`src/rtl/i2c_req_arbiter.sv`:
```
// i2c_req_arbiter: round-robin sharing of one i2c controller between NUM_REQ requesters,
// with a one-cycle command issue, completion wait, timeout guard and registered ack/rdata.
module i2c_req_arbiter #(
  parameter int NUM_REQ   = 4,
  parameter int DATAWIDTH = 8,
  parameter int ADDRWIDTH = 6,
  parameter int TIMEOUT   = 256
) (
  input  logic                           clk,
  input  logic                           reset,
  input  logic [NUM_REQ-1:0]             req,
  input  logic [NUM_REQ-1:0]             req_rd,
  input  logic [NUM_REQ*ADDRWIDTH-1:0]   req_addr,
  input  logic [NUM_REQ*DATAWIDTH-1:0]   req_data,
  output logic [NUM_REQ-1:0]             ack,
  output logic [DATAWIDTH-1:0]           rdata,
  output logic                           timeout_err,
  output logic [NUM_REQ-1:0]             grant,
  output logic                           wr_en,
  output logic                           rd_en,
  output logic [ADDRWIDTH-1:0]           addr,
  output logic [DATAWIDTH-1:0]           data,
  input  logic                           ctrl_done,
  input  logic [DATAWIDTH-1:0]           ctrl_rdata
);
  localparam int IW = (NUM_REQ > 1) ? $clog2(NUM_REQ) : 1;
  localparam int TW = $clog2(TIMEOUT + 1);
  typedef enum logic [1:0] {IDLE, ISSUE, WAIT, RESP} state_t;
  state_t state;
  logic [IW-1:0] rr_ptr, g, win;
  logic [TW-1:0] timer;
  logic rd, w_rd;
  logic [ADDRWIDTH-1:0] w_addr;
  logic [DATAWIDTH-1:0] w_data;
  // Pass 0 covers indices below rr_ptr, pass 1 those at/above it; the last hit wins,
  // so the lowest requesting index at/above rr_ptr beats any wrapped-around one.
  always_comb begin
    win = '0;
    w_rd = 1'b0;
    w_addr = '0;
    w_data = '0;
    for (int p = 0; p < 2; p++)
      for (int k = NUM_REQ - 1; k >= 0; k--)
        if (req[k] && ((IW'(k) >= rr_ptr) == (p == 1))) begin
          win = IW'(k);
          w_rd = req_rd[k];
          w_addr = req_addr[k*ADDRWIDTH +: ADDRWIDTH];
          w_data = req_data[k*DATAWIDTH +: DATAWIDTH];
        end
  end
  always_ff @(posedge clk) begin
    if (!reset) begin
      state <= IDLE;
      rr_ptr <= '0;
      timer <= '0;
      g <= '0;
      rd <= 1'b0;
      ack <= '0;
      grant <= '0;
      wr_en <= 1'b0;
      rd_en <= 1'b0;
      timeout_err <= 1'b0;
      addr <= '0;
      data <= '0;
      rdata <= '0;
    end else begin
      ack <= '0;
      wr_en <= 1'b0;
      rd_en <= 1'b0;
      case (state)
        IDLE: if (|req) begin
          g <= win;
          rd <= w_rd;
          addr <= w_addr;
          data <= w_data;
          grant <= NUM_REQ'(1) << win;
          state <= ISSUE;
        end
        ISSUE: begin
          rd_en <= rd;
          wr_en <= !rd;
          timer <= '0;
          state <= WAIT;
        end
        WAIT: begin
          timer <= timer + 1'b1;
          if (ctrl_done) begin
            if (rd) rdata <= ctrl_rdata;
            timeout_err <= 1'b0;
            ack <= grant;
            state <= RESP;
          end else if (timer == TW'(TIMEOUT - 1)) begin
            timeout_err <= 1'b1;
            rdata <= '0;
            ack <= grant;
            state <= RESP;
          end
        end
        RESP: begin
          grant <= '0;
          timeout_err <= 1'b0;
          rr_ptr <= (g == IW'(NUM_REQ - 1)) ? '0 : g + 1'b1;
          state <= IDLE;
        end
        default: state <= IDLE;
      endcase
    end
  end
endmodule

```
`config.mk`:
```
export PLATFORM = sky130hd
export DESIGN_NAME = i2c_req_arbiter
export DESIGN_NICKNAME = d
export VERILOG_FILES = /design/src/rtl/i2c_req_arbiter.sv
export SDC_FILE = /design/constraint.sdc
export NUM_CORES = 1
export LEC_CHECK = 0
export CAP_MARGIN = 15
export CORE_UTILIZATION = 35
export DETAILED_ROUTE_END_ITERATION = 10
export PLACE_DENSITY = 0.66
export REMOVE_ABC_BUFFERS = 1
export SLEW_MARGIN = 5
export SYNTH_ARGS = -nofsm -noshare
export SYNTH_HDL_FRONTEND = slang
export SYNTH_SLANG_ARGS = --single-unit
```
`constraint.sdc`:
```
create_clock -name clk -period 1.8 [get_ports clk]
set_input_delay 0.54 -clock clk [delete_from_list [all_inputs] [get_ports clk]]
set_output_delay 0.54 -clock clk [all_outputs]
set_load 0.01 [all_outputs]
```
==> metrics, run 1 <==
hold crit path type=flop to flop; Max Cap Viol=0; count leader, synth=dfxtp_1; Crit path max-delay family=buffers and inverters; maximum clock rate=567 MHz; largest net degree at the start of global routing=24; Synth Cell Area=3330 um^2; Compound-Gate Fraction of Synth Area=0.333; Clock power frac=0.169; CP Class=flop to output port; Die Ht=99.5 um; post-synthesis mux area share=0.0120; Area Growth Syn to Fin=54.8%; initial antenna violation count=0; Max stage delay on crit path=0.55 ns; Synth Area in Adders=0.0263; Final period util=0.981; Synth cell types=46; main combinational cell family by area after synthesis=compound AO/OA/AOI/OAI gates; Seq/Total Area, Yosys=0.295; crit-path max FO=2; synth warn=0; crit path buf inv count=1; CORE AREA=9240 um^2; top post-synthesis cells by count=dfxtp_1, a21oi_1, nor2b_1; Switching Fraction=0.363; Num CTS Buffers=5; vias in the first global route=3,497; PortBufs=107; Final Setup Violations=0; GR Layer Usage met2=0.397; final WL=11,100 um; final core utilization=0.557; CP max-delay cell=clkdlybuf4s50_1; status=finished clean; Worst EP arrival=1.22 ns; Wirelength per Cell=16.5 um; vias=3,691; synthesized instance count=407; Synth area leader=dfxtp_1; pre-CTS setup slack=-0.694 ns; post-synthesis xor/xnor area fraction=0.0105; Final Wtd Congestion=just over 0.8; met1 Track Usage GR=0.269; Pint=2.57 mW; fin nets=626; Simple-Gate Fraction of Synth Area=0.256; n_diodes=0; H-tree Lvls=2; clk_lat worst skew=~0.32 ns; # rows=35; first-pass GRT wire length=17,500 um; Main synth FF type=dfxtp_1; Worst Setup End Kind=output port; pwr/cell area=783 nW/um^2; Slew headroom=0.509; initial core utilization=0.360; leakage power total=between 2 and 2.5 nW; P_sw=1.46 mW; die area=9900 um^2; crit-path cells=clkdlybuf4s50_1; gr busiest metal=met2; Bufs on Longest Clock Path=2; Post-synth EDFFs=0; Final HPWL DP=7930 um; met3 GRT Util=0.0316; total track usage=0.223; clock root buffer=clkbuf_8; layout cell share with drive strength beyond 1=0.169; Flop pwr share=0.350; ys async rst share=0; die width=between 90 and 100 um; Clock Skew=0.0162 ns; worst setup margin=~0.035 ns; combinational share of power=0.481; Iter 0 DRT Violations=a little under 200; Worst Max-Slew Pin Slew=0.736 ns; Synth Register Bits=49; Detail Route Antenna Nets=0; synthesized area per cell=8.17 um^2; Clock Sinks=49; Worst VDD drop=0.000328 V; Hold Vio Cnt, Final=0; top post-synthesis cells by area=dfxtp_1, nor2b_1, a21oi_1; I/O pins=108; crit path time final=1.76 ns; Remaining DRCs=0; Congestion Overflow GR=0; router iterations before antenna repair=5; Via-to-Cell Ratio=5.48; count of pins over their slew limit=0; CTS tree=yes; Synth top area share=0.295; required time of the critical path=1.26 ns; Clock transition at path regs=0.11 ns; nature of the critical path startpoint=flop
-- layout make-up --
| class | instances | area (um^2) |
|---|---|---|
| Fill cell | 864 | 4090 |
| Multi-Input combinational cell | 317 | 2210 |
| Clock buffer | 5 | 68.8 |
| Clock inverter | 3 | 21.3 |
| Sequential cell | 49 | 992 |
| Tap cell | 129 | 161 |
| Inverter | 4 | 15.0 |
| Timing Repair Buffer | 167 | 1680 |
-- registers in the layout, indices dropped and copies added (netlist names) --
signal       flops
timeout_err      1
state            2
wr_en            1
g                2
grant            4
data             8
rd               1
timer            9
rdata            8
ack              4
addr             6
rr_ptr           2
rd_en            1
-- what timing repair did --
item | 4_1_cts | 5_1_grt
buffers inserted | 2 | 5
hold buffers | 0 | 0
setup endpoints to repair | 36 | 43
gates cloned | 3 | 0
resized for setup | 22 | 31
pin swaps | 4 | 10
-- final timing paths --
kind	slack, ns	startpoint	endpoint	cells past startpoint
max	0.04	data[2]	data[2]	1
min	0.45	data[0]	data[0]	2
max reg2reg	0.08	rr_ptr[0]	data[6]	6
min reg2reg	0.45	data[0]	data[0]	2
-- worst min-delay path: cells and delay by family (launching register included) --
family | cells | cell delay, ns
simple gates | 1 | 0.05
flops | 1 | 0.32
compound gates | 1 | 0.05
-- per-layer routing --
layer | up-vias | part of all wire
li1 | 1789 | -
met1 | 1750 | 0.43
met2 | 128 | 0.50
met3 | 24 | 0.048
met4 | 0 | 0.024
met5 | - | 0
-- power groups by stage --
stage	logic, mW	clock network, mW	registers [mW]
final	1.94	0.681	1.41
after global routing	2.10	0.754	1.43
after CTS	1.91	0.712	1.41
after detailed placement	1.82	0	1.43
after global placement	1.78	0	1.42
after floorplan	0.765	0	1.47
-- through the flow --
| stage | instance area, um^2 | setup TNS (ns) | hold slack, ns | std cells | total power, mW |
|---|---|---|---|---|---|
| floorplan | 3120 | -6.40 | 0.425 | 369 | 2.23 |
| global placement | 4800 | -15.22 | 0.443 | 656 | 3.21 |
| detailed placement | 4800 | -16.33 | 0.446 | 656 | 3.25 |
| CTS | 5040 | 0 | 0.461 | 669 | 4.03 |
| global route | 5150 | -0.0192 | 0.486 | 674 | 4.29 |
| finish | 5150 | 0 | 0.452 | 674 | 4.03 |
-- kinds of logic (layout without fill, tap and decap cells) --
family | count (synthesis) | after routing
flops | 49 | 49
mux | 4 | 4
buf+inv | 42 | 179
compound gates | 154 | 154
simple gates | 147 | 148
xor+xnor | 4 | 4
fa+ha+maj | 7 | 7
-- layout by cell type (no fill, tap or decap), types with 4 or more instances in the layout --
cell type	n
nor2_1	25
a221o_1	15
o21ai_0	21
nor2b_1	28
a22oi_1	9
a222oi_1	15
clkdlybuf4s50_1	92
buf_4	48
dlymetal6s2s_1	12
and3b_1	16
buf_12	7
inv_1	4
clkbuf_8	5
xor2_1	4
a21oi_1	32
mux2i_1	4
dfxtp_1	44
nand2b_1	12
nand2_1	28
or2b_1	4
and2_1	11
a21o_1	16
o2bb2ai_1	15
o21ai_1	16
ha_1	6
Note: power is estimated with default switching activity, not from simulation.
==> inputs of run 2 (changes only) <==
CORE_UTILIZATION = 42   (was 35)
PLACE_DENSITY = 0.77   (was 0.66)
SETUP_SLACK_MARGIN = 0.5   (was not set)
==> metrics, run 2 (same netlist as run 1, synthesis figures left out) <==
combinational share of power=0.542 (was 0.481); Clock Skew=0.00395 ns (was 0.0162 ns); CP max-delay cell=nor3b_4 (was clkdlybuf4s50_1); CTS Hold Buffers Added=0 (unchanged); Final period util=0.945 (was 0.981); leakage power total=2.46 nW (was 2.23 nW); Worst EP arrival=1.94 ns (was 1.22 ns); vias=4,133 (was 3,691); H-tree Lvls=2 (unchanged); most frequent cells in the layout=buf_4, buf_6, clkdlybuf4s50_1 (was clkdlybuf4s50_1, buf_4, dfxtp_1); vias in the first global route=4,088 (was 3,497); CORE AREA=7690 um^2 (was 9240 um^2); Hold Vio Cnt, Final=0 (unchanged); clock root buffer=clkbuf_8 (unchanged); max reg flops=9 (unchanged); P_sw=1.80 mW (was 1.46 mW); Tot Pwr=4.71 mW (was 4.03 mW); hold crit path type=flop to flop (unchanged); status=finished clean (unchanged); Slew headroom=0.513 (was 0.509); total track usage=0.292 (was 0.223); Max Cap Viol=0 (unchanged); Detail Route Antenna Nets=0 (unchanged); layout cell share with drive strength beyond 1=0.405 (was 0.169); crit-path max FO=15 (was 2); n_diodes=0 (unchanged); Wirelength per Cell=19.8 um (was 16.5 um); CTS tree=yes (unchanged); Iter 0 DRT Violations=282 (was 198); router iterations before antenna repair=8 (was 5); die area=8280 um^2 (was 9900 um^2); commonest non-fill, non-tap cell in the layout=buf_4 (was clkdlybuf4s50_1); largest net degree at the start of global routing=29 (was 24); Area Growth Syn to Fin=70.3% (was 54.8%); pwr/cell area=830 nW/um^2 (was 783 nW/um^2); CP Class=flop to flop (was flop to output port); Num CTS Buffers=5 (unchanged); Regs by FF count=timer: 9 flops, data: 8 flops, rdata: 8 flops (unchanged); initial antenna violation count=0 (unchanged); Clock power frac=0.148 (was 0.169); RSZ-0062 raised after global routing=yes; Worst Setup End Kind=flop (was output port); Worst Max-Slew Pin Slew=0.730 ns (was 0.736 ns); Worst VDD drop=0.000371 V (was 0.000328 V); # rows=32 (was 35); Die Ht=91 um (was 99.5 um); Switching Fraction=0.383 (was 0.363); Via-to-Cell Ratio=6.19 (was 5.48); Bufs on Longest Clock Path=2 (unchanged); maximum clock rate=588 MHz (was 567 MHz); nature of the critical path startpoint=flop (unchanged); Remaining DRCs=0 (unchanged); Final Setup Violations=0 (unchanged); clk_lat worst skew=0.32 ns (about the same); required time of the critical path=2.04 ns (was 1.26 ns); crit-path cells=buf_6, nor3b_4, a222oi_1, o21ai_1 (was clkdlybuf4s50_1); first-pass GRT wire length=19,500 um (was 17,500 um); initial core utilization=0.433 (was 0.360); fin nets=647 (was 626); die width=91 um (was 99.5 um); Max stage delay on crit path=0.61 ns (was 0.55 ns); Flop pwr share=0.311 (was 0.350); Congestion Overflow GR=0 (unchanged); PortBufs=107 (unchanged); Pint=2.90 mW (was 2.57 mW); Clock Sinks=49 (unchanged); Final Wtd Congestion=0.873 (was 0.830); Final HPWL DP=7510 um (was 7930 um); I/O pins=108 (unchanged); final WL=13,200 um (was 11,100 um); fillers=531 (was 864); Final Hold Slack=0.459 ns (was 0.452 ns); Top reg by flops=timer (unchanged); count of pins over their slew limit=0 (unchanged); Clock transition at path regs=0.10 ns (was 0.11 ns); crit path time final=1.70 ns (was 1.76 ns)
run 2: cell types whose count changed in the layout (fill, tap and decap cells not counted), sizes merged:
cell / before / now
buf: 61 / 116
clkdlybuf4s50: 92 / 43
dlygate4sd2: 0 / 19
dlymetal6s2s: 12 / 8
run 2: metal layers:
metal  GRT usage  routed length (um)  up-vias
li1            -                   -     1841
met4       0.138                 552        0
met2       0.532                6800      251
met5           0                   0        -
met3      0.0436                1070       70
met1       0.334                4800     1971
run 2: power by group through the flow:
stage          combinational, mW  clock (mW)  sequential, mW
3_5_place_dp                1.77           0            1.42
6_report                    2.55       0.695            1.46
3_3_place_gp                1.73           0            1.42
4_1_cts                     2.20       0.690            1.44
2_1_floorplan              0.765           0            1.47
5_1_grt                     2.71       0.742            1.47
run 2: critical path, delay by kind of cell (launching register included):
family                 cells  cell delay, ns
and+or+nand+nor            1            0.61
buffers and inverters      1            0.15
DFF                        1            0.40
AOI/OAI and AO/OA          2            0.46
run 2: final cells by class:
| class | instances | area, um^2 | area share |
|---|---|---|---|
| Tap cell | 102 | 128 | 0.0225 |
| Clock buffer | 5 | 68.8 | 0.0121 |
| Multi-Input combinational cell | 317 | 2500 | 0.442 |
| Clock inverter | 3 | 21.3 | 0.00375 |
| Sequential cell | 49 | 1030 | 0.182 |
| Inverter | 4 | 17.5 | 0.00309 |
| Timing Repair Buffer | 188 | 1890 | 0.334 |
run 2: final timing paths:
path                            startpoint       to  slack [ns]  cells past startpoint
worst max register to register   rr_ptr[0]  data[0]         0.1                      4
worst min-delay path               addr[5]  addr[5]        0.46                      2
worst min register to register     addr[5]  addr[5]        0.46                      2
worst max-delay path             rr_ptr[0]  data[0]         0.1                      4
run 2: per-stage QoR:
| step | setup slack (ns) | area (um^2) | util | TNS, ns | cells |
|---|---|---|---|---|---|
| after global placement | -0.675 | 4690 | 0.610 | -15.58 | 620 |
| after global routing | -0.0697 | 5670 | 0.737 | -0.0697 | 668 |
| after detailed placement | -0.679 | 4690 | 0.610 | -16.25 | 620 |
| after CTS | 0.182 | 5310 | 0.691 | 0 | 656 |
| after floorplan | -0.361 | 3120 | - | -6.40 | 369 |
| final | 0.0988 | 5670 | 0.737 | 0 | 668 |
run 2: timing repair:
item                                    4_1_cts  5_1_grt
gates resized for setup                     298       64
hold endpoints to repair                      0        0
setup buffers                                24       11
pin swaps                                    73       44
gates cloned                                  4        1
endpoints found under the setup margin       79       78
==> inputs of run 3 (changes only) <==
CORE_MARGIN = 5   (was not set)
==> metrics, run 3 (same netlist as run 1, synthesis figures left out) <==
final core utilization=0.745 (was 0.737); crit-path cells=buf_12, a21oi_4, buf_12, buf_12, o2bb2ai_1, and3b_1, a222oi_1, o21ai_1 (was buf_6, nor3b_4, a222oi_1, o21ai_1); Via-to-Cell Ratio=6.01 (was 6.19); Worst Setup End Kind=flop (unchanged); initial antenna violation count=1 (was 0); RSZ-0062 raised after global routing=yes (unchanged); CORE AREA=7730 um^2 (was 7690 um^2); Final HPWL DP=8270 um (was 7510 um); clk_lat worst skew=0.32 ns (about the same); Bufs on Longest Clock Path=2 (unchanged); nature of the critical path startpoint=flop (unchanged); vias in the first global route=4,207 (was 4,088); crit-path max FO=7 (was 15); max reg flops=9 (unchanged); total track usage=0.261 (was 0.292); CTS Hold Buffers Added=0 (unchanged); # rows=32 (unchanged); Wirelength per Cell=20.7 um (was 19.8 um); Congestion Overflow GR=0 (unchanged); die area=9800 um^2 (was 8280 um^2); Worst R2R Setup Slack=-0.06 ns (was 0.1 ns); pwr/cell area=845 nW/um^2 (was 830 nW/um^2); fin nets=670 (was 647); Final Wtd Congestion=0.900 (was 0.873); Final period util=1.03 (was 0.945); final WL=14,300 um (was 13,200 um); Placed Cells=629 (was 620); Area Growth Syn to Fin=73.1% (was 70.3%); Remaining DRCs=0 (unchanged); fin cells=693 (was 668); Slew headroom=0.733 (was 0.513); Most common cell on crit path=buf_12; PortBufs=107 (unchanged); commonest non-fill, non-tap cell in the layout=buf_4 (unchanged); count of pins over their slew limit=0 (unchanged); Num CTS Buffers=5 (unchanged); hold crit path type=flop to flop (unchanged); Clock Skew=0.0161 ns (was 0.00395 ns); pre-CTS setup slack=-0.797 ns (was -0.679 ns); DP Area=4770 um^2 (was 4690 um^2); Clock transition at path regs=0.11 ns (was 0.10 ns); Clock Sinks=49 (unchanged); router iterations before antenna repair=6 (was 8); Crit path max-delay family=compound AO/OA/AOI/OAI gates (was simple AND/OR/NAND/NOR gates); Regs by FF count=timer: 9 flops, data: 8 flops, rdata: 8 flops (unchanged); Worst VDD drop=0.000598 V (was 0.000371 V); I/O pins=108 (unchanged); status=complete, but fails checks (was finished clean); Design Area, Final=5760 um^2 (was 5670 um^2); Max stage delay on crit path=0.39 ns (was 0.61 ns); Tot Pwr=4.86 mW (was 4.71 mW); maximum clock rate=537 MHz (was 588 MHz); largest net degree at the start of global routing=25 (was 29); Final Hold Slack=0.458 ns (was 0.459 ns); Worst Max-Slew Pin Slew=0.397 ns (was 0.730 ns); Worst EP arrival=2.05 ns (was 1.94 ns); Final TNS setup=-0.0654 ns (was 0 ns); Top reg by flops=timer (unchanged); initial core utilization=0.431 (was 0.433); vias=4,166 (was 4,133); CP Class=flop to flop (unchanged); Detail Route Antenna Nets=0 (unchanged); required time of the critical path=1.99 ns (was 2.04 ns); Die Ht=99 um (was 91 um); CP max-delay cell=dfxtp_4 (was nor3b_4); first-pass GRT wire length=20,800 um (was 19,500 um); Hold Vio Cnt, Final=0 (unchanged); CTS tree=yes (unchanged); crit path buf inv count=3 (was 1); clock root buffer=clkbuf_8 (unchanged); crit path time final=1.86 ns (was 1.70 ns); failing checks=negative setup slack; worst setup margin=-0.0620 ns (was 0.0988 ns); layout cell share with drive strength beyond 1=0.414 (was 0.405); Final Setup Violations=2 (was 0); leakage power total=2.47 nW (was 2.46 nW); H-tree Lvls=2 (unchanged); Iter 0 DRT Violations=415 (was 282); die width=99 um (was 91 um); Max Cap Viol=0 (unchanged); most frequent cells in the layout=buf_4, clkdlybuf4s50_1, buf_6 (was buf_4, buf_6, clkdlybuf4s50_1)
## run 3: changes by cell type in the layout (fill, tap and decap cells not counted), moves of 4 or more
cell             change
buf_4               +29
o2bb2ai_1            +4
dlygate4sd2_1        -5
clkdlybuf4s50_1     +14
a21oi_1              +4
dfxtp_2              +5
a21oi_2              -4
o2bb2ai_2            -4
dfxtp_1              -4
dlymetal6s2s_1       -8
## run 3: what timing repair did
| item | in CTS | in global routing |
|---|---|---|
| setup buffers | 37 | 14 |
| cloned | 3 | 0 |
| setup endpoints to repair | 78 | 78 |
| gates resized for setup | 273 | 52 |
| pin swaps | 62 | 27 |
## run 3: area by class of cell
cell class                 instances  area (um^2)
multi-input combinational        317         2440
timing repair buffer             211         2040
fill                             523         1970
sequential                        49         1040
tap                              102          128
clock buffer                       5         68.8
clock inverter                     3         21.3
inverter                           4         15.0
antenna                            2         5.00
## run 3: per-layer routing
| metal | GRT usage | share of wire | routed length, um | vias up |
|---|---|---|---|---|
| met2 | 0.451 | 0.50 | 7140 | 275 |
| met5 | 0 | 0 | 0 | - |
| met1 | 0.298 | 0.38 | 5390 | 1935 |
| met3 | 0.0552 | 0.079 | 1140 | 70 |
| met4 | 0.145 | 0.045 | 644 | 0 |
| li1 | - | - | - | 1886 |
## run 3: where the power goes
group	leakage [nW]	internal, mW	switching [mW]
combinational	2.01	1.43	1.27
clock	0.0446	0.277	0.431
sequential	0.417	1.30	0.154
## run 3: worst min-delay path, cell delays in order (launching register included)
cell and delay, ns:
dfxtp_2 0.34, nand2_1 0.04, o21ai_1 0.05
## run 3: worst paths after layout
| check | startpoint | end | depth (start not counted) |
|---|---|---|---|
| worst max-delay path | rr_ptr[1] | data[1] | 8 |
| worst min-delay path | data[6] | data[6] | 2 |
| worst max register to register | rr_ptr[1] | data[1] | 8 |
| worst min register to register | data[6] | data[6] | 2 |
